--- src/rtl/pipe_barrel_shifter_if.sv ---
// Request/result bundle for pipe_barrel_shifter: valid/ready on both sides
// plus the operand, shift control and completed-transfer counter.
interface pipe_barrel_shifter_if #(
  parameter int WIDTH = 32,
  parameter int SHW   = $clog2(WIDTH)
);
  logic             in_valid;
  logic             in_ready;
  logic [WIDTH-1:0] dt;
  logic [SHW-1:0]   sv;
  logic [1:0]       mode;
  logic             out_valid;
  logic             out_ready;
  logic [WIDTH-1:0] out;
  logic [15:0]      op_cnt;

  modport master (
    output in_valid, dt, sv, mode, out_ready,
    input  in_ready, out_valid, out, op_cnt
  );

  modport slave (
    input  in_valid, dt, sv, mode, out_ready,
    output in_ready, out_valid, out, op_cnt
  );
endinterface

--- src/rtl/pipe_barrel_shifter.sv ---
// Pipelined barrel shifter: one log2 stage per register, stage k shifts by 2^k.
// Modes: 00 ROR, 01 ROL, 10 LSR, 11 ASR (sign captured at input).
module pipe_barrel_shifter #(
  parameter int WIDTH = 32,
  parameter int SHW   = $clog2(WIDTH)
) (
  input logic                clk,
  input logic                rst,
  pipe_barrel_shifter_if.slave bus
);

  logic        advance;
  logic [15:0] cnt_reg;

  // Whole pipeline moves as one; a stalled output freezes every stage.
  assign advance      = !bus.out_valid || bus.out_ready;
  assign bus.in_ready = advance;

  for (genvar gi = 0; gi < SHW; gi++) begin : g_st
    localparam int S = 1 << gi;

    logic             src_vld;
    logic             src_sign;
    logic [WIDTH-1:0] src_data;
    logic [SHW-1:0]   src_sv;
    logic [1:0]       src_mode;
    logic [WIDTH-1:0] step;

    logic             vld_reg;
    logic             sign_reg;
    logic [WIDTH-1:0] data_reg;
    logic [SHW-1:0]   sv_reg;
    logic [1:0]       mode_reg;

    if (gi == 0) begin : g_src
      assign src_vld  = bus.in_valid;
      assign src_sign = bus.dt[WIDTH-1];
      assign src_data = bus.dt;
      assign src_sv   = bus.sv;
      assign src_mode = bus.mode;
    end else begin : g_src
      assign src_vld  = g_st[gi-1].vld_reg;
      assign src_sign = g_st[gi-1].sign_reg;
      assign src_data = g_st[gi-1].data_reg;
      assign src_sv   = g_st[gi-1].sv_reg;
      assign src_mode = g_st[gi-1].mode_reg;
    end

    always_comb begin
      step = src_data;
      if (src_sv[gi]) begin
        case (src_mode)
          2'b00:   step = (src_data >> S) | (src_data << (WIDTH - S));
          2'b01:   step = (src_data << S) | (src_data >> (WIDTH - S));
          2'b10:   step = src_data >> S;
          default: step = (src_data >> S) | ({WIDTH{src_sign}} << (WIDTH - S));
        endcase
      end
    end

    always_ff @(posedge clk or posedge rst) begin
      if (rst) begin
        vld_reg  <= 1'b0;
        sign_reg <= 1'b0;
        data_reg <= '0;
        sv_reg   <= '0;
        mode_reg <= '0;
      end else if (advance) begin
        vld_reg  <= src_vld;
        sign_reg <= src_sign;
        data_reg <= step;
        sv_reg   <= src_sv;
        mode_reg <= src_mode;
      end
    end
  end

  always_ff @(posedge clk or posedge rst) begin
    if (rst) begin
      cnt_reg <= '0;
    end else if (bus.out_valid && bus.out_ready) begin
      cnt_reg <= cnt_reg + 16'd1;
    end
  end

  assign bus.out_valid = g_st[SHW-1].vld_reg;
  assign bus.out       = g_st[SHW-1].data_reg;
  assign bus.op_cnt    = cnt_reg;

endmodule

--- src/flat_wrapper.sv ---
// flat-port wrapper written by rule: the top's interface ports become plain ports
module pipe_barrel_shifter_flat 
#(
  parameter int WIDTH = 32,
  parameter int SHW   = $clog2(WIDTH)
)
  (clk, rst, bus_in_valid, bus_dt, bus_sv, bus_mode, bus_out_ready, bus_in_ready, bus_out_valid, bus_out, bus_op_cnt);
  pipe_barrel_shifter_if #(.WIDTH(WIDTH), .SHW(SHW)) bus_i ();
  input logic clk;
  input logic rst;
  input wire logic [$bits(bus_i.in_valid)-1:0] bus_in_valid;
  input wire logic [$bits(bus_i.dt)-1:0] bus_dt;
  input wire logic [$bits(bus_i.sv)-1:0] bus_sv;
  input wire logic [$bits(bus_i.mode)-1:0] bus_mode;
  input wire logic [$bits(bus_i.out_ready)-1:0] bus_out_ready;
  output wire logic [$bits(bus_i.in_ready)-1:0] bus_in_ready;
  output wire logic [$bits(bus_i.out_valid)-1:0] bus_out_valid;
  output wire logic [$bits(bus_i.out)-1:0] bus_out;
  output wire logic [$bits(bus_i.op_cnt)-1:0] bus_op_cnt;
  assign bus_i.in_valid = bus_in_valid;
  assign bus_i.dt = bus_dt;
  assign bus_i.sv = bus_sv;
  assign bus_i.mode = bus_mode;
  assign bus_i.out_ready = bus_out_ready;
  assign bus_in_ready = bus_i.in_ready;
  assign bus_out_valid = bus_i.out_valid;
  assign bus_out = bus_i.out;
  assign bus_op_cnt = bus_i.op_cnt;
  pipe_barrel_shifter #(.WIDTH(WIDTH), .SHW(SHW)) u_core (.clk(clk), .rst(rst), .bus(bus_i));
endmodule
--- config.mk ---
export PLATFORM = sky130hd
export DESIGN_NAME = pipe_barrel_shifter_flat
export DESIGN_NICKNAME = d
export VERILOG_FILES = /design/src/rtl/pipe_barrel_shifter_if.sv /design/src/rtl/pipe_barrel_shifter.sv /design/src/flat_wrapper.sv
export SDC_FILE = /design/constraint.sdc
export NUM_CORES = 1
export LEC_CHECK = 0
export ABC_AREA = 1
export BUFFER_PORTS_ARGS = -buffer_cell sky130_fd_sc_hd__buf_2
export CAP_MARGIN = 30
export CORE_ASPECT_RATIO = 1.5
export CORE_MARGIN = 3
export CORE_UTILIZATION = 46
export CTS_BUF_LIST = sky130_fd_sc_hd__clkbuf_8 sky130_fd_sc_hd__clkbuf_16
export CTS_CLUSTER_DIAMETER = 60
export DETAILED_ROUTE_END_ITERATION = 8
export SLEW_MARGIN = 20
export SYNTH_ARGS = -nofsm -noshare
export SYNTH_HDL_FRONTEND = slang
export SYNTH_SLANG_ARGS = --single-unit
--- constraint.sdc ---
create_clock -name clk -period 21.4 [get_ports clk]
set_clock_uncertainty 0.1 [all_clocks]
set_input_delay 6.42 -clock clk [delete_from_list [all_inputs] [get_ports clk]]
set_output_delay 6.42 -clock clk [all_outputs]
set_load 0.05 [all_outputs]
Yosys cells after proc, flatten, opt, wreduce, memory -nomap -nowiden
Index checks and enable logic that the tools add are counted.
{"block": "op_classes", "n_addsub": 1, "n_eq_ne": 10, "mux": 10, "bitwise_logic": 14, "n_reduce_logical": 9}
{"operator": "32-bit case mux with 3 select lines", "count": 4}
{"operator": "32-bit 2-to-1 mux", "count": 5}
{"operator": "16-bit by 32-bit bitwise OR with 32-bit output", "count": 2}
{"operator": "24-bit by 32-bit bitwise OR with 32-bit output", "count": 2}
{"operator": "28-bit by 32-bit bitwise OR with 32-bit output", "count": 2}
{"operator": "30-bit by 32-bit bitwise OR with 32-bit output", "count": 2}
{"operator": "31-bit by 32-bit bitwise OR with 32-bit output", "count": 2}
{"operator": "32-bit case mux with 2 select lines", "count": 1}
{"operator": "32-bit by 1-bit bitwise OR with 32-bit output", "count": 1}
{"operator": "32-bit by 2-bit bitwise OR with 32-bit output", "count": 1}
{"operator": "32-bit by 4-bit bitwise OR with 32-bit output", "count": 1}
{"operator": "32-bit by 8-bit bitwise OR with 32-bit output", "count": 1}
{"operator": "16-bit by 1-bit adder with 16-bit output, second input constant", "count": 1}
{"operator": "2-bit by 1-bit equality test with 1-bit output, second input constant", "count": 5}
{"operator": "2-bit equality test, second input constant", "count": 5}
{"operator": "2-bit logical NOT", "count": 5}
{"operator": "2-bit OR reduction", "count": 1}
{"operator": "1-bit logical AND", "count": 1}
{"operator": "1-bit logical NOT", "count": 1}
{"operator": "1-bit logical OR", "count": 1}
{"block": "word_totals", "reg_bits": 213}

Logic depth before layout (Yosys ltp)
{"block": "logic_depth", "depth_word": 4, "ltp_mapped": 9, "mapped_depth_nobuf": 9}

Worst setup path before layout
OpenSTA, ideal clock, no wires.
{"block": "synth_timing", "path_kind": "input-to-output", "from": "input bus_out_ready", "to": "output bus_in_ready", "t_arrival_ps": 7060, "t_required_ps": 14880, "setup_slack_ps": 7820, "path_stages": 5, "n_path_buf": 3, "cell_sequence": "inv_1 -> nand2_1 -> buf_4 -> buf_2 -> buf_4"}
{"block": "synth_between", "elab_chain_cells": 1}
{"element": "start, declared", "line_no": "flat_wrapper.sv:15", "source": "input wire logic [$bits(bus_i.out_ready)-1:0] bus_out_ready;"}
{"element": "1-bit logical OR", "line_no": "pipe_barrel_shifter.sv:16", "source": "assign advance = !bus.out_valid || bus.out_ready;"}
{"element": "end, declared", "line_no": "flat_wrapper.sv:16", "source": "output wire logic [$bits(bus_i.in_ready)-1:0] bus_in_ready;"}
No other way between the ends.

Worst setup path in the final report
Same ends and word-level chain as after synthesis.

==> tab_implementation.tex <==
\begin{tabular}{lr}
\hline
Metric & Value \\
\hline
\multicolumn{2}{l}{\textbf{Logic synthesis}} \\
Number of synthesized register bits & 203 \\
Cell count after synthesis & 1514 \\
Post-synthesis cell type count & 28 \\
Part of the Yosys area used for sequential elements & 0.469 \\
Nets in the synthesized netlist & 1558 \\
Total standard cell area after synthesis & 10800 um\^{}2 \\
Yosys warning count & 0 \\
Syn avg cell area & 7.15 um\^{}2 \\
\multicolumn{2}{l}{\textbf{Pwr}} \\
Internal power consumption & 0.00102 W \\
Power Dens Cells & 155 nW/um\^{}2 \\
Switching pwr & 0.000860 W \\
Fraction of power spent switching nets & 0.458 \\
Leakage Power & 6.20 nW \\
Portion of total power attributed to combinational logic & 0.432 \\
Part of the power in registers & 0.384 \\
Clock network power share & 0.184 \\
Total power & 0.00188 W \\
Maximum resistive drop on vdd & 0.0662 mV \\
\multicolumn{2}{l}{\textbf{Clock tree}} \\
Clock tree from TritonCTS & built \\
Post-CTS clock slew at the launch and capture registers of the worst setup and hold paths & 0.06 ns \\
Maximum buffer depth of the clock tree & 3 \\
Hold bufs inserted after CTS & 0 \\
Clk sink count & 203 \\
CTS Buf Count & 21 \\
Gates resized, CTS repair & 0 \\
H-tree levels & 1 \\
Clock root buffer & clkbuf\_16 \\
Count of buffers added by post-CTS timing repair for setup & 0 \\
Worst-skew pair later-pin latency & 0.49 ns \\
\multicolumn{2}{l}{\textbf{GRT}} \\
GR Overflow Total & 0 \\
Wire length of the first global-routing pass & 46.6 mm \\
Gr usage total & 0.215 \\
Largest net degree at the start of global routing & 134 \\
Initial antenna violation count & 0 \\
Vias in the first global route & 9161 \\
\multicolumn{2}{l}{\textbf{Setup path}} \\
FF-to-FF End & u\_core.g\_st[2].data\_reg[31] \\
Reg2Reg Setup Slack & 18.35 ns \\
Data arrival time at the worst-slack endpoint & 7.37 ns \\
Startpoint of the worst register-to-register path & u\_core.bus.out\_valid \\
Nature of the critical path endpoint & output port \\
Highest net fanout along the worst path & 58 \\
Most repeated library cell on the critical path & buf\_2 \\
Slowest cell delay on critical path & 0.41 ns \\
Slowest cell on crit path & nand2\_4 \\
Worst-case reg-to-reg path depth & 5 \\
Kind of critical path & primary input to output port \\
Worst setup SP type & primary input \\
Cells along the critical path & buf\_2, inv\_1, nand2\_4, buf\_2 \\
CP required & 14.88 ns \\
\multicolumn{2}{l}{\textbf{Timing}} \\
Worst slew margin relative to its limit & 0.338 \\
Unrepaired setup endpoints after global routing & false \\
Total negative slack & 0 ns \\
Worst-margin pin slew & 0.992 ns \\
Worst setup slack after layout & 7.51 ns \\
Post-route minimum period & 13.89 ns \\
Number of pins with negative max-slew slack in the final report & 0 \\
Period Utilization, post-route & 0.649 \\
Highest clock frequency the design can meet & 72.0 MHz \\
Hold Vio Cnt, Final & 0 \\
Final setup vio count & 0 \\
\multicolumn{2}{l}{\textbf{Die}} \\
DIE AREA & 25400 um\^{}2 \\
Number of rows created at floorplan & 68 \\
Initial cell density of the core & 0.469 \\
Floorplan die width & 131 um \\
Top-level I/O count & 93 \\
Height of the die & 194 um \\
Core area & 23100 um\^{}2 \\
\multicolumn{2}{l}{\textbf{Layout}} \\
Max FFs per register & 128 \\
Total non-filler cell area in the finished layout & 12100 um\^{}2 \\
Count of antenna diodes in the layout & 0 \\
Filler cell count in the final layout & 2338 \\
Core utilization of the finished layout & 0.526 \\
Most common cell after layout, fill and taps aside & nand2\_1 \\
Final net count & 1595 \\
Area growth from synthesis to layout & 12.0\% \\
Fraction of final layout cells sized beyond drive strength 1 & 0.0953 \\
Commonest non-fill, non-tap cells in the layout & 482 x nand2\_1, 203 x dfrtp\_1, 175 x inv\_1, 158 x nor2\_1, 125 x nand3\_1 \\
\multicolumn{2}{l}{\textbf{Placed design}} \\
Setup slack at placement & 7.50 ns \\
Total placed instance area & 11300 um\^{}2 \\
Routability cong. & 0.803 \\
Port buffer count & 92 \\
HPWL after DPL & 19.3 mm \\
\multicolumn{2}{l}{\textbf{Job}} \\
Max capacitance violation total & 0 \\
\multicolumn{2}{l}{\textbf{Min path}} \\
Min-Delay Path Depth & 2 \\
Worst Hold Path EP & u\_core.bus.out\_valid \\
Worst Hold Class & flop to flop \\
Hold Crit Start & u\_core.g\_st[3].vld\_reg \\
\multicolumn{2}{l}{\textbf{Route}} \\
Violation count after the first detailed-route iteration & 440 \\
Pre-Repair DR Iteration Count & 4 \\
Routed wire per std cell & 14.6 um \\
Number of vias per cell & 5.13 \\
Antenna Nets Post-Route & 0 \\
Number of remaining DRC errors & 0 \\
Total Wirelength & 27.4 mm \\
Via count & 9626 \\
\multicolumn{2}{l}{\textbf{Outcome}} \\
Run status & finished clean \\
\hline
\end{tabular}
-- metal layers --
| layer | up-vias | track usage | wire length [um] |
|---|---|---|---|
| met5 | - | 0 | 0 |
| met4 | 0 | 0.0607 | 707 |
| met3 | 37 | 0.0226 | 929 |
| met2 | 179 | 0.397 | 14200 |
| met1 | 4478 | 0.267 | 11500 |
| li1 | 4932 | - | - |
-- metrics by stage --
stage / hold slack, ns / cells
CTS: 0.368 / 1871
detailed placement: 0.350 / 1836
global route: 0.393 / 1878
finish: 0.365 / 1878
floorplan: 0.320 / 1514
global placement: 0.338 / 1832
-- kinds of logic after synthesis --
kind of cell	count (synthesis)	synth area share
xor+xnor	8	0.00647
buf+inv	271	0.104
flops	203	0.469
compound gates	254	0.133
simple gates	777	0.287
fa+ha+maj	1	0.00116
-- worst max-delay path, delay by kind of cell --
family / cells / cell delay, ns
and+or+nand+nor: 1 / 0.41
buffers and inverters: 3 / 0.53
-- Yosys cell counts --
| cell | instances | area (um^2) |
|---|---|---|
| clkbuf_2 | 1 | 5.00 |
| xnor2_1 | 2 | 17.5 |
| nor3_1 | 2 | 10.0 |
| dfrtp_1 | 203 | 5080 |
| xor2_1 | 6 | 52.6 |
| o21ai_0 | 69 | 345 |
| ha_1 | 1 | 12.5 |
| nor2_2 | 1 | 6.26 |
| nand2_1 | 483 | 1810 |
| clkbuf_1 | 27 | 101 |
| o21ai_1 | 7 | 35.0 |
| inv_2 | 1 | 3.75 |
| a21oi_1 | 49 | 245 |
| a31oi_1 | 114 | 713 |
| clkinv_1 | 2 | 7.51 |
| nand4_1 | 4 | 25.0 |
| inv_1 | 171 | 642 |
| o21a_1 | 1 | 7.51 |
| nor2_4 | 2 | 22.5 |
| buf_4 | 8 | 60.1 |
| o21bai_1 | 1 | 7.51 |
| buf_1 | 8 | 30.0 |
| buf_6 | 1 | 11.3 |
| nand2_2 | 1 | 6.26 |
| buf_2 | 52 | 260 |
| nor2_1 | 159 | 597 |
| o22ai_1 | 13 | 81.3 |
| nand3_1 | 125 | 626 |
-- power groups by stage --
stage / clock network (W) / logic [W] / registers (W)
2_1_floorplan: 0 / 0.000535 / 0.000791
3_3_place_gp: 0 / 0.000787 / 0.000731
3_5_place_dp: 0 / 0.000809 / 0.000729
4_1_cts: 0.000355 / 0.000811 / 0.000722
5_1_grt: 0.000371 / 0.000918 / 0.000747
6_report: 0.000345 / 0.000811 / 0.000720
-- how the worst max path moves through the flow --
| stage | start | endpoint | slack, ns | cells after the start |
|---|---|---|---|---|
| after global routing | bus_out_ready | bus_in_ready | 7.41 | 4 |
| after global placement | bus_out_ready | bus_in_ready | 7.49 | 4 |
| after CTS | bus_out_ready | bus_in_ready | 7.50 | 4 |
| after floorplan | bus_out_ready | bus_in_ready | 7.82 | 5 |
| after detailed placement | bus_out_ready | bus_in_ready | 7.50 | 4 |
| final | bus_out_ready | bus_in_ready | 7.51 | 4 |
-- cell type report --
class,count,area [um^2],share of cell area
Tap cell,315,394,0.0325
Sequential cell,203,5080,0.419
Multi-Input combinational cell,1040,4630,0.382
Clock inverter,8,37.5,0.00310
Clock buffer,27,608,0.0502
Inverter,174,661,0.0545
Timing Repair Buffer,111,707,0.0583
Power figures use the tool's default switching activity.
